==> src/rtl/aes256_ct_collector.sv <==
// aes256_ct_collector
//   Fetches the 16 ciphertext bytes of each block announced by enc_done over a
//   one-byte-at-a-time req/ready handshake, reassembles them MSB-first into a
//   128-bit block and queues the block in a first-word-fall-through FIFO that
//   feeds a valid/ready output stream.
// Ports
//   clk, rst            clock (rising edge), asynchronous active-low reset
//   enc_done            pulse: a ciphertext block is available upstream
//   next_val_req        pulse: request the next ciphertext byte
//   next_val_ready      pulse: ct_byte is valid this cycle
//   ct_byte             ciphertext byte
//   m_valid, m_ready    output stream handshake
//   m_data              head block; first fetched byte in [127:120], 0 when empty
//   fifo_count          blocks currently held
//   busy                fetch FSM not idle
//   overrun_err         sticky: an enc_done arrived while one was already pending
//   timeout_err         sticky: a byte handshake timed out
//   err_clr             synchronous clear of both sticky errors (wins over a set)
module aes256_ct_collector #(
   parameter int unsigned FIFO_DEPTH  = 4,
   parameter int unsigned TIMEOUT_CYC = 255
) (
   input  logic                          clk,
   input  logic                          rst,
   input  logic                          enc_done,
   output logic                          next_val_req,
   input  logic                          next_val_ready,
   input  logic [7:0]                    ct_byte,
   output logic                          m_valid,
   input  logic                          m_ready,
   output logic [127:0]                  m_data,
   output logic [$clog2(FIFO_DEPTH):0]   fifo_count,
   output logic                          busy,
   output logic                          overrun_err,
   output logic                          timeout_err,
   input  logic                          err_clr
);

   localparam int unsigned PtrW       = $clog2(FIFO_DEPTH);
   localparam logic [PtrW:0] DepthVal = (PtrW + 1)'(FIFO_DEPTH);
   localparam logic [15:0] TimeoutVal = 16'(TIMEOUT_CYC);

   typedef enum logic [1:0] {StIdle, StReq, StWait, StPush} state_e;

   state_e          state_q;
   logic [3:0]      byte_cnt_q;
   logic [15:0]     timer_q;
   logic [127:0]    shreg_q;
   logic            req_q;
   logic            pending_q;
   logic            overrun_q;
   logic            timeout_q;

   logic [PtrW-1:0] wr_ptr_q;
   logic [PtrW-1:0] rd_ptr_q;
   logic [PtrW:0]   count_q;
   logic [127:0]    mem_q [FIFO_DEPTH];

   logic            fifo_full;
   logic            leave_idle;
   logic [15:0]     timer_inc;
   logic            timeout_hit;
   logic            push;
   logic            pop;
   logic            overrun_set;

   assign fifo_full   = (count_q == DepthVal);
   // A pending block is only fetched when its FIFO slot is guaranteed.
   assign leave_idle  = (state_q == StIdle) && pending_q && !fifo_full;
   assign timer_inc   = timer_q + 16'd1;
   // timer_inc counts this WAIT cycle, so the error fires on the TIMEOUT_CYC-th idle cycle.
   assign timeout_hit = (state_q == StWait) && !next_val_ready && (timer_inc >= TimeoutVal);
   assign push        = (state_q == StPush);
   assign pop         = m_valid && m_ready;
   assign overrun_set = enc_done && pending_q && !leave_idle;

   // Fetch FSM with its datapath; next_val_req is registered and high only in StReq.
   always_ff @(posedge clk or negedge rst) begin
      if (!rst) begin
         state_q    <= StIdle;
         byte_cnt_q <= 4'd0;
         timer_q    <= 16'd0;
         shreg_q    <= '0;
         req_q      <= 1'b0;
      end else begin
         req_q <= 1'b0;
         unique case (state_q)
            StIdle: begin
               if (leave_idle) begin
                  state_q    <= StReq;
                  byte_cnt_q <= 4'd0;
                  req_q      <= 1'b1;
               end
            end
            StReq: begin
               timer_q <= 16'd0;
               state_q <= StWait;
            end
            StWait: begin
               if (next_val_ready) begin
                  shreg_q    <= {shreg_q[119:0], ct_byte};
                  byte_cnt_q <= byte_cnt_q + 4'd1;
                  if (byte_cnt_q == 4'd15) begin
                     state_q <= StPush;
                  end else begin
                     state_q <= StReq;
                     req_q   <= 1'b1;
                  end
               end else if (timeout_hit) begin
                  timer_q <= TimeoutVal;
                  shreg_q <= '0;
                  state_q <= StIdle;
               end else begin
                  timer_q <= timer_inc;
               end
            end
            StPush: begin
               state_q <= StIdle;
            end
            default: begin
               state_q <= StIdle;
            end
         endcase
      end
   end

   // Pending flag and sticky errors; a second enc_done only raises overrun, one fetch follows.
   always_ff @(posedge clk or negedge rst) begin
      if (!rst) begin
         pending_q <= 1'b0;
         overrun_q <= 1'b0;
         timeout_q <= 1'b0;
      end else begin
         pending_q <= (pending_q && !leave_idle) || enc_done;
         if (err_clr) begin
            overrun_q <= 1'b0;
            timeout_q <= 1'b0;
         end else begin
            if (overrun_set) overrun_q <= 1'b1;
            if (timeout_hit) timeout_q <= 1'b1;
         end
      end
   end

   // Block FIFO control; pointers wrap naturally because the depth is a power of two.
   always_ff @(posedge clk or negedge rst) begin
      if (!rst) begin
         wr_ptr_q <= '0;
         rd_ptr_q <= '0;
         count_q  <= '0;
      end else begin
         if (push) wr_ptr_q <= wr_ptr_q + PtrW'(1);
         if (pop)  rd_ptr_q <= rd_ptr_q + PtrW'(1);
         unique case ({push, pop})
            2'b10:   count_q <= count_q + (PtrW + 1)'(1);
            2'b01:   count_q <= count_q - (PtrW + 1)'(1);
            default: count_q <= count_q;
         endcase
      end
   end

   // Storage needs no reset: the output is masked while the FIFO is empty.
   always_ff @(posedge clk) begin
      if (push) mem_q[wr_ptr_q] <= shreg_q;
   end

   assign m_valid      = (count_q != '0);
   assign m_data       = m_valid ? mem_q[rd_ptr_q] : '0;
   assign fifo_count   = count_q;
   assign next_val_req = req_q;
   assign busy         = (state_q != StIdle);
   assign overrun_err  = overrun_q;
   assign timeout_err  = timeout_q;

endmodule

==> config.mk <==
export PLATFORM = sky130hd
export DESIGN_NAME = aes256_ct_collector
export DESIGN_NICKNAME = d
export VERILOG_FILES = /design/src/rtl/aes256_ct_collector.sv
export SDC_FILE = /design/constraint.sdc
export NUM_CORES = 1
export LEC_CHECK = 0
export ABC_AREA = 1
export BUFFER_PORTS_ARGS = -buffer_cell sky130_fd_sc_hd__buf_2
export CAP_MARGIN = 0
export CORE_ASPECT_RATIO = 2
export CORE_MARGIN = 5
export CORE_UTILIZATION = 25
export CTS_BUF_LIST = sky130_fd_sc_hd__clkbuf_8
export CTS_CLUSTER_DIAMETER = 120
export DETAILED_ROUTE_END_ITERATION = 12
export SKIP_CTS_REPAIR_TIMING = 1
export SLEW_MARGIN = 25
export SYNTH_ARGS = -nofsm -noshare
export SYNTH_HDL_FRONTEND = slang
export SYNTH_SLANG_ARGS = --single-unit
==> constraint.sdc <==
create_clock -name clk -period 6.95 [get_ports clk]
set_input_delay 1.39 -clock clk [delete_from_list [all_inputs] [get_ports clk]]
set_output_delay 1.39 -clock clk [all_outputs]
set_load 0.02 [all_outputs]
Yosys cells after proc, flatten, opt, wreduce, memory -nomap -nowiden
Memory sizes are Yosys's and may differ from the RTL's. Index checks and enable logic that the tools add are counted.

Bits in registers: 161. RAM bits: 512. Input port bits: 14. Output and inout port bits: 136. Word-level logic and storage cells: 80. Memories kept: 1.

Memories: mem_q (depth 4, width 128, rd ports 1, clocked after memory_dff 0, wr ports 1, line 57) `logic [127:0] mem_q [FIFO_DEPTH];`.

Add/subtract/negate cells: 6. Order comparisons: 1. Equal/unequal tests: 11. Muxes and demuxes: 25. Reduce and logical (&&, ||, !) cells: 25.

Operators by type and width (number): $mux W128 (3); $mux W16 (2); $pmux W16 S2 (1); $add A16 B1 Y16 const B (1); $ge A16 B8 Y1 const B (1); $reduce_bool A2 Y1 (7); $mux W1 (9); $logic_and A1 B1 Y1 (8); $mux W2 (4); $mux W4 (2); $pmux W2 S4 (1); $pmux W4 S2 (1); $eq A2 B2 Y1 const B (3); $ne A2 B2 Y1 const B (3); $pmux W3 S2 (1); $reduce_and A2 Y1 (3); $add A2 B1 Y2 const B (2); $add A4 B1 Y4 const B (1); $eq A2 B1 Y1 const B (2); $eq A4 B4 Y1 const B (1); $add A3 B1 Y3 const B (1); $eq A3 B3 Y1 const B (1); $logic_not A1 Y1 (3); $ne A3 B3 Y1 const B (1); 6 further kinds (6).

Logic depth before layout (Yosys ltp)
Gate-level depths: netlist of the first run.

Depth in word-level cells: 7. Mapped depth: 15. Gate-level depth less buffers: 13.

Least setup slack after synthesis of the first run
No wires, ideal clock.

Path kind: reg2reg. Start point: register wr_ptr_q[0]. End point: memory mem_q[2][0] (enable). Library setup time: 617 ps. Arrival: 5943 ps. Data required time: 6333 ps. Path slack: 389 ps. Cell stages (with the launch flop): 5. Path buffers: 0. Period minus slack after synthesis: 6561 ps. Path through: dfrtp_1 > inv_1 > ha_1 > inv_1 > nor2_1.

RTL lines: start: declaration (line 54) `logic [PtrW-1:0] wr_ptr_q;`; start signal: assignment (line 152) `if (push) wr_ptr_q <= wr_ptr_q + PtrW'(1);`; end: declaration (line 57).

Straight into the memory's write port.

Worst setup path in the final report of the first run
Start point: register rd_ptr_q[0]. End point: output port m_data[84].

Longest elaborated chain between the ends: 2.

RTL lines: start: declaration (line 55) `logic [PtrW-1:0] rd_ptr_q;`; start signal: assignment (line 153) `if (pop) rd_ptr_q <= rd_ptr_q + PtrW'(1);`; $mem_v2 Z4 W128; $mux W128 (line 168) `assign m_data = m_valid ? mem_q[rd_ptr_q] : '0;`; end: declaration (line 31) `output logic [127:0] m_data,`.

No other way between the ends.

==> impl_results.md, run 1 <==
* Status: complete, no violations
* Die area at 112,000 µm²
* RePlAce Congestion at 0.739
* Starting DRT DRC Count at 999
* Core Region at 105,000 µm²
* RSZ-0062 raised after global routing: no
* Syn_area_per_cell at 11.5 µm²
* Clock transition at path regs at 0.07 ns
* Clock root cell: clkbuf_8
* Yosys warns at 0
* Register area share after synthesis at 73.7%
* Initial Util at 25.2%
* Grt ovf at 0
* Crit path max fanout at 141
* Fin. Hold Viols at 0
* Area Overhead vs Synth at 15.2%
* Lkg Pwr at 11.7 nW
* Initial antenna violation count at 2
* Fmax at 209 MHz
* Hpwl dp at 38,300 µm
* Final setup viols at 0
* PortBufs at 149
* Max clock buf depth at 3
* Num rows at 168
* Final period util at 69.0%
* IO Pins at 150
* Vias/cell at 4.36
* DR WL/cell at 17.9 µm
* Worst relative slew slack at 28.5%
* Synthesized net count at 2,321
* Clock buffer count from CTS at 96
* Commonest non-fill, non-tap cell in the layout: nor2_1
* Worst skew pair latency at 0.76 ns
* DRC Markers at 0
* Post-Syn Area at 26,300 µm²
* Share of the synthesized area in the top cell type at 58.4%
* Max-Cap Viols at 0
* Antenna-violating nets left at 0
* Peak supply drop at 0.231 mV
* Dpl ws at 2.87 ns
* Critical path type: reg -> out
* # clock sinks at 673
* Vert. Die Dim at 469 µm
* Final wirelength at 69,600 µm
* Clock tree from TritonCTS: yes
* Data arrival, critical path at 3.40 ns
* Total number of vias at 16,900
* Fin nets at 2,457
* Final Max Tran Viols at 0
* Crit. End Element: output pin
* TritonRoute pass-1 iters at 5
* Worst min-delay path category: reg -> reg
* Pin count of the biggest net entering global routing at 158
* Clk_skew at 0.0329 ns
* Synth Instances at 2,298
* Worst Max-Slew Pin Slew at 1.07 ns
* Setup TNS at 0 ns
* First-pass GRT wire length at 106,000 µm
* Layout cell share with drive strength beyond 1 at 12.5%
* Total GRT Usage at 12.3%
* Layout fillers at 10,800
* Synth area leaders: edfxtp_1 58%, dfrtp_1 15%, nor2_1 7.9%
* Required @ worst endpoint at 5.56 ns
* Die Width at 240 µm
* Leading area contributor after synthesis: edfxtp_1
* CP startpoint kind: flip-flop
* Unique cell type count in the Yosys netlist at 30
* #FFs+latches synth at 673
* PwrDens at 436 nW/µm²
* Commonest non-fill, non-tap cells in the layout: 546 x nor2_1, 512 x edfxtp_1, 443 x nand2_1
* Final setup margin at 2.16 ns
* Min Tclk post-route at 4.79 ns
* Vias in the first global route at 17,200
* H-tree Lvls at 3
-- metal layers --
metal  vias to the layer above  share of wire [%]  GRT usage (%)  routed length [µm]
li1                       8089                  -              -                   -
met3                       117                4.1           2.26                2820
met1                      8309                 41           14.6               28700
met5                         -              0.014              0                  10
met2                       378                 52           22.2               36100
met4                         2                2.9           4.53                1990
-- final cells by class --
| cell class | count | area [µm²] | share of cell area [%] |
|---|---|---|---|
| inverters | 42 | 170 | 0.561 |
| multi-input cells | 1455 | 6240 | 20.6 |
| flip-flops and latches | 673 | 19400 | 64.0 |
| repair buffers | 166 | 983 | 3.24 |
| diodes | 3 | 7.51 | 0.0247 |
| clock inverters | 78 | 439 | 1.45 |
| clock buffers | 101 | 1390 | 4.58 |
| well taps | 1360 | 1700 | 5.61 |
-- through the flow --
stage | instances | hold WS [ns] | total power [mW] | instance area [µm²] | utilization [%]
after floorplan | 2298 | 0.476 | 8.58 | 26300 | -
after global placement | 3696 | 0.468 | 10.4 | 28500 | 27.2
after detailed placement | 3696 | 0.492 | 10.4 | 28500 | 27.2
after CTS | 3875 | 0.506 | 13.5 | 30300 | 29.0
after global routing | 3876 | 0.533 | 14.1 | 30300 | 29.0
final | 3878 | 0.494 | 13.2 | 30300 | 29.0
-- flip-flops by register name (all words and copies together), names as in the netlist --
name / cells
timeout_err: 1
wr_ptr_q: 2
mem_q: 512
timer_q: 16
overrun_err: 1
next_val_req: 1
pending_q: 1
shreg_q: 128
rd_ptr_q: 2
state_q: 2
byte_cnt_q: 4
fifo_count: 3
-- worst max-delay path, stage by stage, from the launching register on --
cell	delay, ns
dfrtp_4	0.63
inv_8	0.59
buf_4	0.60
o21ai_0	0.18
a21oi_1	0.29
buf_2	0.23
-- logic make-up after synthesis --
family / synth area share, %
xor+xnor: 0.133
flops: 73.7
simple gates: 15.1
fa+ha+maj: 0.456
buf+inv: 2.84
compound gates: 7.82
-- worst paths after layout --
path	startpoint	slack [ns]	cells after the start	to
hold / removal	overrun_err$_DFFE_PN0P_	0.49	2	overrun_err$_DFFE_PN0P_
setup / recovery	rd_ptr_q[0]$_DFFE_PN0P_	2.16	5	m_data[84]
hold reg to reg	overrun_err$_DFFE_PN0P_	0.49	2	overrun_err$_DFFE_PN0P_
max in group asynchronous	rst	5.24	2	shreg_q[79]$_DFFE_PN0P_
setup reg to reg	fifo_count[0]$_DFFE_PN0P_	3.58	9	fifo_count[1]$_DFFE_PN0P_
min in group asynchronous	rst	0.61	1	pending_q$_DFF_PN0_
-- synthesized netlist by cell type --
cell type	n
nor2_1	551
edfxtp_1	512
nand2_1	443
o21ai_0	265
dfrtp_1	161
a21oi_1	132
clkbuf_1	103
inv_1	42
nand3_1	19
buf_6	13
buf_1	11
ha_1	8
nor3_1	7
nand4_1	5
o211ai_1	5
nand2_2	3
xor2_1	3
nor2_2	2
nor2_4	2
a21boi_0	1
a21o_1	1
a31oi_1	1
buf_8	1
fa_1	1
nand3_2	1
nand3b_1	1
nor3b_1	1
o21ai_1	1
o31ai_1	1
xnor2_1	1
-- power breakdown --
| group | total, mW | switching [mW] | internal [mW] | leakage, nW |
|---|---|---|---|---|
| Clock | 3.02 | 1.55 | 1.47 | 1.06 |
| Combinational | 4.66 | 3.36 | 1.29 | 3.68 |
| Sequential | 5.57 | 0.482 | 5.08 | 6.96 |
No activity file was read; power rests on OpenSTA's default activity.
==> run 2: changes to the inputs <==
==> constraint.sdc (replaced) <==
create_clock -name clk -period 3.87 [get_ports clk]
set_input_delay 0.774 -clock clk [delete_from_list [all_inputs] [get_ports clk]]
set_output_delay 0.774 -clock clk [all_outputs]
set_load 0.02 [all_outputs]
==> run 2 against run 1 <==
Sequential power grew 78%. Cell area grew 2.2%. Hold slack lost 0.26 ns. Clock power grew 97%. Register-to-register slack lost 2.5 ns. Total power grew 86%. Critical path depth grew 1. Cell count grew 0.77%. Die area is the same. Via count grew 1.1%. Core utilization grew 0.63 points. Critical endpoint is now m_data[79]. Largest cell class unchanged.
==> impl_results.md, run 2 (synthesis gave the netlist of run 1 again) <==
* Status: complete, no violations
* Grt ovf at 0 (unchanged)
* Logic pwr share at 35.5% (+0.3 points)
* DR WL/cell at 17.8 µm (-0.91%)
* Area Overhead vs Synth at 17.7%
* Worst min-delay path category: in -> reg
* Die Width at 240 µm (unchanged)
* Pin count of the biggest net entering global routing at 106 (-33%)
* Total GRT Usage at 12.2% (-0.078 points)
* Lkg Pwr at 12.0 nW (+2.6%)
* Die area at 112,000 µm² (unchanged)
* Area of the multi-input gates at 6240 µm² (unchanged)
* Reg power frac at 40.4% (-1.6 points)
* Post-layout power at 24.6 mW (+86%)
* Clock root cell: clkbuf_8
* Layout fillers at 10,800 (-0.15%)
* Clock transition at path regs at 0.06 ns (about the same)
* # clock sinks at 673 (unchanged)
* Core Region at 105,000 µm² (unchanged)
* IO Pins at 150 (unchanged)
* Internal at 14.9 mW (+90%)
* Clk_skew at 0.0248 ns (-0.00804 ns)
* PwrDens at 794 nW/µm² (+82%)
* RSZ-0062 raised after global routing: no
* Required @ worst endpoint at 3.10 ns (-2.46 ns)
* Setup TNS at 0 ns (unchanged)
* Vert. Die Dim at 469 µm (unchanged)
* Min Tclk post-route at 3.63 ns
* Number of flip-flops under the largest register name at 512 (unchanged)
* Crit. End Element: output pin
* Max-Cap Viols at 0 (unchanged)
* Commonest non-fill, non-tap cell in the layout: nor2_1
* Hpwl dp at 41,100 µm (+7.3%)
* Crit path max fanout at 69 (-51%)
* CP startpoint kind: flip-flop
* Placement Cell Area at 28,900 µm² (+1.4%)
* Sw Pwr at 9.74 mW (+81%)
* CP Cell Sequence: inv_16, buf_16, buf_4, o21ai_0, a21oi_1, buf_2
* Final core utilization at 29.6% (+0.63 points)
* Net Sw Frac at 39.6% (-1.2 points)
* Clock group share of total power at 24.2% (+1.4 points)
* Starting DRT DRC Count at 984 (-1.5%)
* First-pass GRT wire length at 105,000 µm (-0.65%)
* Commonest non-fill, non-tap cells in the layout: 546 x nor2_1, 512 x edfxtp_1, 443 x nand2_1
* Data arrival, critical path at 2.86 ns (-0.54 ns)
* Hold Path Stages at 2 (unchanged)
* Most flops, register: mem_q
* Fin. Hold Viols at 0 (unchanged)
* Vias/cell at 4.37 (+0.36%)
* Initial Util at 25.2% (unchanged)
* Non-filler cells, final at 3,908 (+0.77%)
* Initial antenna violation count at 4 (+2)
* Max clock buf depth at 3 (unchanged)
* RePlAce Congestion at 0.745 (+0.78%)
* Final instance area at 31,000 µm² (+2.2%)
* Top Registers: mem_q: 512 flops, shreg_q: 128 flops, timer_q: 16 flops
* Dpl ws at 0.862 ns (-2.01 ns)
* Final period util at 93.8%
* Layout cell share with drive strength beyond 1 at 14.0% (+1.5 points)
* Antenna-violating nets left at 0 (unchanged)
* Placed insts at 3,726 (+0.81%)
* Critical path type: reg -> out
* Fmax at 275 MHz
* Num rows at 168 (unchanged)
* TritonRoute pass-1 iters at 6 (+1)
* DRC Markers at 0 (unchanged)
* Worst skew pair latency at 0.73 ns (-0.03 ns)
* Crit-path slowest cell: dfrtp_4
* Worst relative slew slack at 45.4% (+17 points)
* Crit-path max cell delay at 0.62 ns (about the same)
* Worst Max-Slew Pin Slew at 0.819 ns (-0.253 ns)
* Final wirelength at 69,500 µm (-0.15%)
* Final setup margin at 0.239 ns (-1.92 ns)
* Final Max Tran Viols at 0 (unchanged)
* Flip-flop and latch area at 19,400 µm² (unchanged)
* H-tree Lvls at 3 (unchanged)
* Worst Reg-to-Reg Cells at 14 (+5)
* Clock tree from TritonCTS: yes
* Worst hold slack at 0.230 ns (-0.264 ns)
* PortBufs at 149 (unchanged)
* Final setup viols at 0 (unchanged)
* Fin nets at 2,489 (+1.3%)
* Total number of vias at 17,100 (+1.1%)
* Vias in the first global route at 17,300 (+0.79%)
* Peak supply drop at 0.460 mV (+99%)
* Clock buffer count from CTS at 97 (+1.0%)
run 2: metal layers:
layer / global-route usage [%] / wire length [µm]
met3: 2.20 / 2970
met1: 14.2 / 28000
met5: 0 / 23
met2: 22.4 / 36700
met4: 4.62 / 1790
run 2: path summary, 6_finish.rpt:
check / from / endpoint / slack [ns]
setup / recovery: rd_ptr_q[0]$_DFFE_PN0P_ / m_data[79] / 0.24
hold / removal: err_clr / timeout_err$_DFFE_PN0P_ / 0.23
setup reg to reg: timer_q[0]$_DFFE_PN0P_ / shreg_q[63]$_DFFE_PN0P_ / 1.13
hold reg to reg: pending_q$_DFF_PN0_ / pending_q$_DFF_PN0_ / 0.51
max in group asynchronous: rst / shreg_q[57]$_DFFE_PN0P_ / 2.31
min in group asynchronous: rst / next_val_req$_DFF_PN0_ / 0.58
run 2: layout make-up:
class                           instances  share of cell area, %
Clock inverter                         67                   1.65
Clock buffer                          113                   5.02
Inverter                               42                  0.577
Timing Repair Buffer                  197                   4.53
Tap cell                             1360                   5.49
Sequential cell                       673                   62.6
Antenna cell                            1                0.00807
Multi-Input combinational cell       1455                   20.1
run 2: worst max-delay path, delay by kind of cell, from the launching register on:
| kind | cells | cell delay (ns) |
|---|---|---|
| AO/OA/AOI/OAI | 2 | 0.37 |
| buffers and inverters | 4 | 1.06 |
| flip-flops | 1 | 0.62 |
run 2: power groups by stage:
| stage | Sequential, mW | Combinational [mW] | Clock [mW] |
|---|---|---|---|
| 3_3_place_gp | 10.0 | 8.91 | 0 |
| 2_1_floorplan | 9.79 | 5.56 | 0 |
| 4_1_cts | 9.95 | 8.99 | 6.18 |
| 3_5_place_dp | 10.1 | 8.96 | 0 |
| 5_1_grt | 10.1 | 9.69 | 6.47 |
| 6_report | 9.94 | 8.74 | 5.95 |
==> run 3: changes to the inputs <==
--- a/config.mk
+++ b/config.mk
@@ -14,6 +14,7 @@
 export CTS_BUF_LIST = sky130_fd_sc_hd__clkbuf_8
 export CTS_CLUSTER_DIAMETER = 120
 export DETAILED_ROUTE_END_ITERATION = 12
+export MAX_ROUTING_LAYER = met4
 export SKIP_CTS_REPAIR_TIMING = 1
 export SLEW_MARGIN = 25
 export SYNTH_ARGS = -nofsm -noshare
==> run 3 against run 2 <==
Flip-flop and latch count did not move. Core utilization barely moved. Maximum frequency rose by 0.75%. Wire length barely moved. Non-clock buffer count did not move. Global-route usage rose by 0.35 points. Combinational power barely moved. Sequential power barely moved. Register-to-register slack barely moved. Clock-buffer cell count did not move. Via count barely moved. Largest cell class unchanged.
==> impl_results.md, run 3 (synthesis gave the netlist of run 1 again) <==
* RSZ-0062 raised after global routing: no
* Clk_skew at 0.0279 ns (+0.00308 ns)
* GRT met1 Usage at 14.1% (-0.060 points)
* Die area at 112,000 µm² (unchanged)
* PwrDens at 794 nW/µm² (-0.11%)
* Final setup viols at 0 (unchanged)
* Grt ovf at 0 (unchanged)
* TritonRoute pass-1 iters at 5 (-1)
* Data arrival, critical path at 2.83 ns (-0.03 ns)
* Vert. Die Dim at 469 µm (unchanged)
* Crit path max fanout at 57 (-17%)
* Total GRT Usage at 12.6% (+0.35 points)
* Antenna-violating nets left at 0 (unchanged)
* IO Pins at 150 (unchanged)
* Peak supply drop at 0.460 mV (about the same)
* Num rows at 168 (unchanged)
* Max clock buf depth at 3 (unchanged)
* Clock root cell: clkbuf_8
* H-tree Lvls at 3 (unchanged)
* CP startpoint kind: flip-flop
* Number of flip-flops under the largest register name at 512 (unchanged)
* R2r setup slk at 1.13 ns (about the same)
* Die Width at 240 µm (unchanged)
* Clock transition at path regs at 0.06 ns (about the same)
* DR WL/cell at 17.7 µm (-0.22%)
* Fin nets at 2,489 (unchanged)
* Worst skew pair latency at 0.74 ns (about the same)
* Vias in the first global route at 17,300 (+0.058%)
* Hold Path Origin: err_clr
* Final wirelength at 69,400 µm (about the same)
* Clock buffer count from CTS at 97 (unchanged)
* Setup TNS at 0 ns (unchanged)
* Global routing met3 resource utilization at 2.26% (+0.059 points)
* Total number of vias at 17,100 (-0.053%)
* PortBufs at 149 (unchanged)
* Worst Max-Slew Pin Slew at 0.826 ns (+0.00685 ns)
* DRC Markers at 0 (unchanged)
* Pin count of the biggest net entering global routing at 106 (unchanged)
* Final Max Tran Viols at 0 (unchanged)
* Fmax at 277 MHz (+0.75%)
* Reg2reg start: timer_q[0]$_DFFE_PN0P_
* RR Endpoint: shreg_q[63]$_DFFE_PN0P_
* Worst Reg-to-Reg Cells at 14 (unchanged)
* Worst min-delay path category: in -> reg
* Min Tclk post-route at 3.60 ns (-0.0272 ns)
* Placed insts at 3,726 (unchanged)
* Crit. End Element: output pin
* Vias/cell at 4.36 (-0.18%)
* Most used routing layer: met2
* Fin. Hold Viols at 0 (unchanged)
* Layout fillers at 10,800 (-0.0093%)
* Lkg Pwr at 12.0 nW (about the same)
* Initial Util at 25.2% (unchanged)
* Flip-flop and latch area at 19,400 µm² (unchanged)
* Hpwl dp at 41,100 µm (unchanged)
* Status: complete, no violations
* RePlAce Congestion at 0.755 (+1.3%)
* Commonest non-fill, non-tap cells in the layout: 546 x nor2_1, 512 x edfxtp_1, 443 x nand2_1
* Dpl ws at 0.862 ns (unchanged)
* Non-filler cells, final at 3,913 (+0.13%)
* Met2 Usage GRT at 22.4% (unchanged)
* Max-Cap Viols at 0 (unchanged)
* Commonest non-fill, non-tap cell in the layout: nor2_1
* Worst relative slew slack at 45.0% (-0.46 points)
* Post-layout power at 24.6 mW (about the same)
* Final period util at 93.1% (-0.70 points)
* Starting DRT DRC Count at 1,006 (+2.2%)
* First-pass GRT wire length at 105,000 µm (about the same)
* Area of the multi-input gates at 6240 µm² (unchanged)
* Final setup margin at 0.266 ns (+0.0272 ns)
* Critical path type: reg -> out
* Area Overhead vs Synth at 17.8% (about the same)
* Most flops, register: mem_q
* Hold Path Stages at 2 (unchanged)
* Layout cell share with drive strength beyond 1 at 14.0% (unchanged)
* Clock tree from TritonCTS: yes
* Hold path endpoint: timeout_err$_DFFE_PN0P_
* Initial antenna violation count at 5 (+1)
* Top Registers: mem_q: 512 flops, shreg_q: 128 flops, timer_q: 16 flops
* # clock sinks at 673 (unchanged)
* Core Region at 105,000 µm² (unchanged)
* Required @ worst endpoint at 3.10 ns (about the same)
-- run 3: worst max-delay path by stage --
stage | from | to | slack, ns | depth (start not counted)
final | rd_ptr_q[0]$_DFFE_PN0P_ | m_data[68] | 0.27 | 7
after global routing | rd_ptr_q[0]$_DFFE_PN0P_ | m_data[79] | 0.03 | 7
after CTS | rd_ptr_q[0]$_DFFE_PN0P_ | m_data[64] | -0.02 | 6
after detailed placement | rd_ptr_q[0]$_DFFE_PN0P_ | m_data[56] | 0.86 | 6
after global placement | rd_ptr_q[0]$_DFFE_PN0P_ | m_data[56] | 0.86 | 6
after floorplan | wr_ptr_q[0]$_DFFE_PN0P_ | mem_q[0][0]$_DFFE_PP_ | -0.56 | 4
-- run 3: metal layers --
| layer | vias to the layer above | share of wire [%] |
|---|---|---|
| li1 | 8162 | - |
| met1 | 8435 | 40 |
| met2 | 382 | 53 |
| met3 | 99 | 4.8 |
| met4 | 0 | 2.5 |
| met5 | - | 0 |
-- run 3: layout make-up --
| cell class | instances | share of cell area (%) |
|---|---|---|
| clock buffer | 113 | 5.01 |
| multi-input combinational | 1455 | 20.1 |
| inverter | 42 | 0.577 |
| antenna | 6 | 0.0484 |
| tap | 1360 | 5.49 |
| clock inverter | 67 | 1.65 |
| timing repair buffer | 197 | 4.54 |
| sequential | 673 | 62.6 |
-- run 3: critical path: stages (launching register included) --
cell and delay (ns):
dfrtp_4 0.63, buf_12 0.31, buf_6 0.34, nor2_1 0.10
nor2_1 0.11, o21ai_0 0.09, a21oi_1 0.23, buf_2 0.21
-- run 3: power breakdown --
group          leakage [nW]  total (mW)  switching (mW)  internal (mW)
Sequential             6.96        9.94           0.815           9.12
Clock                  1.15        5.95            2.74           3.21
Combinational          3.90        8.73            6.17           2.56
Total                  12.0        24.6            9.73           14.9
-- run 3: metrics by stage --
stage / util [%] / hold WS, ns / area, µm²
2_1_floorplan: - / 0.476 / 26400
3_3_place_gp: 27.6 / 0.473 / 28900
3_5_place_dp: 27.6 / 0.495 / 28900
4_1_cts: 29.6 / -0.122 / 31000
5_1_grt: 29.6 / 0.124 / 31000
6_report: 29.6 / 0.222 / 31000
